===== src/rtl/param_fifo_pkg.sv =====
// Shared defaults and helpers for the parameterised FIFO.
package param_fifo_pkg;

  localparam int DEFAULT_WIDTH    = 8;
  localparam int DEFAULT_DEPTH    = 128;
  localparam int DEFAULT_AE_LEVEL = 4;
  // almost_full sits this many entries below DEPTH by default
  localparam int DEFAULT_AF_GAP   = 4;

  // Occupancy needs one more bit than the pointers so that DEPTH itself fits.
  function automatic int cnt_width(input int depth);
    return $clog2(depth) + 1;
  endfunction

endpackage


===== src/rtl/fifo_ram.sv =====
// Simple dual-port storage: synchronous write, read either asynchronous
// (ASYNC_READ=1, output forced to zero while re is low) or registered on re.
module fifo_ram #(
  parameter int WIDTH      = 8,
  parameter int DEPTH      = 8,
  parameter bit ASYNC_READ = 1'b0
) (
  input  logic                     clk,
  input  logic                     we,
  input  logic [$clog2(DEPTH)-1:0] waddr,
  input  logic [WIDTH-1:0]         wdata,
  input  logic                     re,
  input  logic [$clog2(DEPTH)-1:0] raddr,
  output logic [WIDTH-1:0]         rdata
);

  logic [WIDTH-1:0] mem [DEPTH];

  // Write port; contents are never reset, only made unreachable by the pointers.
  always_ff @(posedge clk) begin
    if (we) mem[waddr] <= wdata;
  end

  generate
    if (ASYNC_READ) begin : g_async
      assign rdata = re ? mem[raddr] : '0;
    end else begin : g_sync
      logic [WIDTH-1:0] rdata_q;
      // Registered read; a same-address write in this cycle returns the old word.
      always_ff @(posedge clk) begin
        if (re) rdata_q <= mem[raddr];
      end
      assign rdata = rdata_q;
    end
  endgenerate

endmodule


===== src/rtl/param_fifo.sv =====
// Parameterised synchronous FIFO with occupancy flags and sticky error flags.
// Define PARAM_FIFO_FWFT_EN for first-word-fall-through output; the default
// build uses a registered output that updates one cycle after each pop.
module param_fifo
  import param_fifo_pkg::*;
#(
  parameter int WIDTH    = DEFAULT_WIDTH,
  parameter int DEPTH    = DEFAULT_DEPTH,
  parameter int AF_LEVEL = DEPTH - DEFAULT_AF_GAP,
  parameter int AE_LEVEL = DEFAULT_AE_LEVEL
) (
  input  logic                        clk,
  input  logic                        rst,
  input  logic                        clr,
  input  logic                        push,
  input  logic [WIDTH-1:0]            din,
  input  logic                        pop,
  output logic [WIDTH-1:0]            dout,
  output logic                        dout_valid,
  output logic                        full,
  output logic                        empty,
  output logic                        almost_full,
  output logic                        almost_empty,
  output logic [cnt_width(DEPTH)-1:0] count,
  output logic                        overflow,
  output logic                        underflow
);

  localparam int AW = $clog2(DEPTH);
  localparam int CW = cnt_width(DEPTH);

  logic [AW-1:0]    wr_ptr, rd_ptr;
  logic [CW-1:0]    count_q;
  logic             ovf_q, udf_q;
  logic             push_acc, pop_acc;
  logic             ram_re;
  logic [WIDTH-1:0] ram_rdata;

  // Flags come from the registered count only.
  assign count        = count_q;
  assign empty        = (count_q == '0);
  assign full         = (count_q == CW'(DEPTH));
  assign almost_full  = (count_q >= CW'(AF_LEVEL));
  assign almost_empty = (count_q <= CW'(AE_LEVEL));
  assign overflow     = ovf_q;
  assign underflow    = udf_q;

  // A pop frees a slot in the same cycle, so push into full succeeds alongside it.
  assign pop_acc  = pop && !empty && !clr;
  assign push_acc = push && (!full || pop_acc) && !clr;

  // Pointer, occupancy and sticky error state.
  always_ff @(posedge clk) begin
    if (rst || clr) begin
      wr_ptr  <= '0;
      rd_ptr  <= '0;
      count_q <= '0;
      ovf_q   <= 1'b0;
      udf_q   <= 1'b0;
    end else begin
      if (push_acc) wr_ptr <= wr_ptr + AW'(1);
      if (pop_acc)  rd_ptr <= rd_ptr + AW'(1);
      case ({push_acc, pop_acc})
        2'b10:   count_q <= count_q + CW'(1);
        2'b01:   count_q <= count_q - CW'(1);
        default: count_q <= count_q;
      endcase
      if (push && !push_acc) ovf_q <= 1'b1;
      if (pop && empty)      udf_q <= 1'b1;
    end
  end

`ifdef PARAM_FIFO_FWFT_EN
  localparam bit ASYNC_RD = 1'b1;

  // Head entry is always on dout; zero when nothing is stored.
  assign ram_re     = !empty;
  assign dout       = ram_rdata;
  assign dout_valid = !empty;
`else
  localparam bit ASYNC_RD = 1'b0;

  logic dout_valid_q;
  logic dout_seen;

  assign ram_re = pop_acc;

  // dout_valid pulses for the cycle after a pop; dout_seen masks the
  // unloaded read register so dout reads zero after reset.
  always_ff @(posedge clk) begin
    if (rst) begin
      dout_valid_q <= 1'b0;
      dout_seen    <= 1'b0;
    end else if (clr) begin
      dout_valid_q <= 1'b0;
    end else begin
      dout_valid_q <= pop_acc;
      if (pop_acc) dout_seen <= 1'b1;
    end
  end

  assign dout       = dout_seen ? ram_rdata : '0;
  assign dout_valid = dout_valid_q;
`endif

  fifo_ram #(
    .WIDTH      (WIDTH),
    .DEPTH      (DEPTH),
    .ASYNC_READ (ASYNC_RD)
  ) u_ram (
    .clk   (clk),
    .we    (push_acc),
    .waddr (wr_ptr),
    .wdata (din),
    .re    (ram_re),
    .raddr (rd_ptr),
    .rdata (ram_rdata)
  );

endmodule


===== config.mk =====
export PLATFORM = sky130hd
export DESIGN_NAME = param_fifo
export DESIGN_NICKNAME = d
export VERILOG_FILES = /design/src/rtl/param_fifo_pkg.sv /design/src/rtl/fifo_ram.sv /design/src/rtl/param_fifo.sv
export SDC_FILE = /design/constraint.sdc
export NUM_CORES = 1
export LEC_CHECK = 0
export CAP_MARGIN = 40
export CORE_MARGIN = 2
export CORE_UTILIZATION = 57
export DETAILED_ROUTE_END_ITERATION = 6
export PLACE_DENSITY = 0.82
export SLEW_MARGIN = 40
export SYNTH_ARGS = -nofsm -noshare
export SYNTH_HDL_FRONTEND = slang
export SYNTH_SLANG_ARGS = --single-unit

===== constraint.sdc =====
create_clock -name clk -period 5 [get_ports clk]
set_input_delay 1.5 -clock clk [delete_from_list [all_inputs] [get_ports clk]]
set_output_delay 1.5 -clock clk [all_outputs]
set_load 0.005 [all_outputs]

==> key figures <==
Placed design
  • Total placed instance area: between 0.04 and 0.05 mm²
  • PortBufs: 35
  • Placed wire-length estimate: approximately 60000 µm
  • Routability congestion estimate: 0.918

Global route
  • Overflow left after global routing: 0
  • Vias in the first global route: around 22000
  • Wire length of the first global-routing pass: ~150000 µm
  • Number of antenna violations at the first check in global routing: 0
  • Total global-route track usage: 27.5%
  • Maximum number of pins on one net before global-route repair: between 100 and 150

Detailed routing
  • Final routed wire length divided by cell count: approximately 32 µm
  • DRT Pass-1 Iters: 6
  • Vias per cell: 6.88
  • DRT antenna net count: 0
  • WL final: approximately 100000 µm
  • Overall via count from detail_route: between 20000 and 25000
  • Number of violations reported at the end of detailed-routing iteration 0: approximately 3400
  • DRC errors left: 0

Finish
  • Area added between synthesis and finish: 11.8%
  • Sequential Area: 0.0315 mm²
  • Area of the multi-input gates: 0.00941 mm²
  • Post-route cell area: 0.0466 mm²
  • Number of antenna repair diodes: 0
  • Number of nets at the end of the flow: between 2000 and 2500
  • Layout cells sized above 1: between 20% and 30%
  • Number of filler cells placed in the layout: around 4500
  • Utilization after layout: approximately 64%

Power
  • Max VDD drop: about 0.45 mV
  • Leakage dissipation: about 14 nW
  • Cell Pwr Density: approximately 380 mW/mm²

Clocking
  • Count of hold-fix buffers inserted at cts: 0
  • Number of setup buffers added after CTS: 0
  • # resized after CTS: 0
  • CTS H-tree lvls: 3
  • Later-pin clock latency in the skew report: around 0.66 ns
  • Sinks on Clock Net: around 1100
  • Clock Pin Slew Worst Setup and Hold Paths: approximately 0.06 ns
  • CTS tree: built
  • Root buffer cell: clkbuf_16
  • Clock buffers created by TritonCTS: 96
  • Bufs on Longest Clock Path: 3

Floorplanning
  • Number of cell rows: a little under 100
  • I/O pin total: 36
  • Chip Width: approximately 270 µm
  • Initial Util: ~57%
  • Area of the core: 0.0726 mm²
  • Die extent in y: between 200 and 300 µm
  • Floorplan die area: 0.0752 mm²

Critical path
  • Critical path launch point type: flop
  • Origin of the critical flop-to-flop path: rd_ptr[0]$_SDFFE_PP0P_
  • CP Data Arrival Time: 2.67 ns
  • Critical setup path kind: flop to output port
  • Number of cells on the worst reg-to-reg path: 8
  • Critical path peak fanout: 14
  • Data required time at the worst endpoint: roughly 3.5 ns
  • Crit end category: output port
  • Worst-case register-to-register setup slack: approximately 1.3 ns
  • Terminus of the critical flop-to-flop path: u_ram.rdata[0]$_DFFE_PP_

Yosys
  • Mapped Avg Cell Area: 19.6 µm²
  • Most frequent cell after synthesis: edfxtp_1
  • Net count of the mapped netlist: between 2000 and 2500
  • Total of warnings raised by yosys: 0
  • Area of the mapped netlist: about 0.042 mm²
  • Dominant synthesized flop cell: edfxtp_1
  • Area share of the largest cell type after synthesis: 74.4%
  • Cell taking the most area after synthesis: edfxtp_1
  • Share of synthesized registers carrying an async set or reset: 0%
  • Sequential share of the synthesized area: ~76%
  • Number of flops mapped to enable cells by yosys: roughly 1000
  • Synth cell count leaders: edfxtp_1, mux4_2, nor2_1
  • Number of flip-flops and latches in the synthesized netlist: ~1100
  • Library cells used by synthesis: 64
  • Leading cell types by total area after synthesis: edfxtp_1, mux4_2, mux2i_1, nor2_1, dfxtp_1
  • Mapped Cells: between 2000 and 2500

Timing
  • Actual slew at the worst max-slew pin: about 0.93 ns
  • Worst max-slew margin expressed relative to the limit: ~38%
  • Post-route minimum period: about 4.2 ns
  • Total negative slack for setup checks: 0 ns
  • RSZ-0062 raised after global routing: no
  • Period utilization: a little over four fifths
  • Fin Clk Skew: around 0.022 ns
  • Setup violators final: 0
  • Total count of hold-check failures in the final report: 0
  • Count of pins over their slew limit: 0
  • Maximum operating frequency: roughly 240 MHz

Min path
  • Start point of the worst min-delay path: underflow$_SDFFE_PP0P_
  • Class of the worst hold path: flop to flop
  • Worst min-delay path endpoint: underflow$_SDFFE_PP0P_
  • Depth of the worst hold-timing path: 2

Run status
  • Status: complete, no violations

Flow run
  • Max Cap Violations: 0
## metrics by stage
stage          power [W]  cells  hold WS, ns  worst slack, ns
2_1_floorplan     0.0101   2120        0.460            0.241
3_3_place_gp      0.0103   3068        0.453            0.655
3_5_place_dp      0.0103   3070        0.504            0.551
4_1_cts           0.0179   3249        0.518            0.836
5_1_grt           0.0182   3251        0.577            0.695
6_report          0.0179   3251        0.511            0.832
## logic make-up after synthesis
kind of cell    synth area share [%]
flops                           75.7
mux                             14.5
simple gates                    3.58
compound gates                  3.86
buf+inv                         1.82
xor+xnor                       0.379
fa+ha+maj                      0.150
## worst max-delay path: stages (launching register included)
cell and delay, ns:
dfxtp_1 0.44, nor4_2 0.65, nand2_1 0.22, nor2_1 0.17
clkdlybuf4s50_1 0.53
## per-layer routing
layer	wire, µm	GRT usage, %	vias up
met5	0	0	-
met4	4570	11.1	0
met3	12200	6.52	311
met2	49400	44.2	1772
met1	36400	36.7	11400
li1	-	-	8861
## worst max-delay path by stage
stage,start,endpoint
2_1_floorplan,pop,count[4]$_SDFFE_PP0P_
6_report,count[2]$_SDFFE_PP0P_,full
5_1_grt,count[2]$_SDFFE_PP0P_,empty
3_3_place_gp,clr,count[4]$_SDFFE_PP0P_
3_5_place_dp,clr,u_ram.mem[90][1]$_DFFE_PP_
4_1_cts,count[2]$_SDFFE_PP0P_,empty
## power by group
part	leakage, nW	internal, W	switching [W]	total (W)
clock	1.61	0.00450	0.00323	0.00773
sequential	9.49	0.00973	0.0000112	0.00974
combinational	2.85	0.000117	0.000275	0.000392
total	14.0	0.0143	0.00352	0.0179
## flip-flops by register name, summed over array words and instances (netlist names)
name         count
u_ram.rdata      8
wr_ptr           7
underflow        1
dout_seen        1
count            8
dout_valid       1
u_ram.mem     1024
overflow         1
rd_ptr           7
## final cells by class
class                   instances  area share [%]
inverters                       7          0.0564
multi-input cells             929            20.2
well taps                     959            2.58
flip-flops and latches       1058            67.7
clock inverters                62            1.66
repair buffers                119            2.32
clock buffers                 117            5.44
## placed cells by master (no fill, tap or decap), types with 13 or more instances in the layout
| cell type | n |
|---|---|
| buf_4 | 77 |
| clkdlybuf4s50_1 | 27 |
| clkinv_2 | 14 |
| nor2_1 | 175 |
| clkbuf_16 | 98 |
| and2_1 | 13 |
| dfxtp_1 | 22 |
| nor3_1 | 16 |
| edfxtp_1 | 1032 |
| o22ai_1 | 32 |
| nand2_1 | 56 |
| clkbuf_1 | 18 |
| a22oi_1 | 35 |
| o21ai_0 | 22 |
| nand3_1 | 20 |
| a21oi_1 | 31 |
| mux4_2 | 205 |
| clkinv_1 | 22 |
| bufinv_16 | 17 |
| mux2i_1 | 132 |
Power figures use the tool's default switching activity.
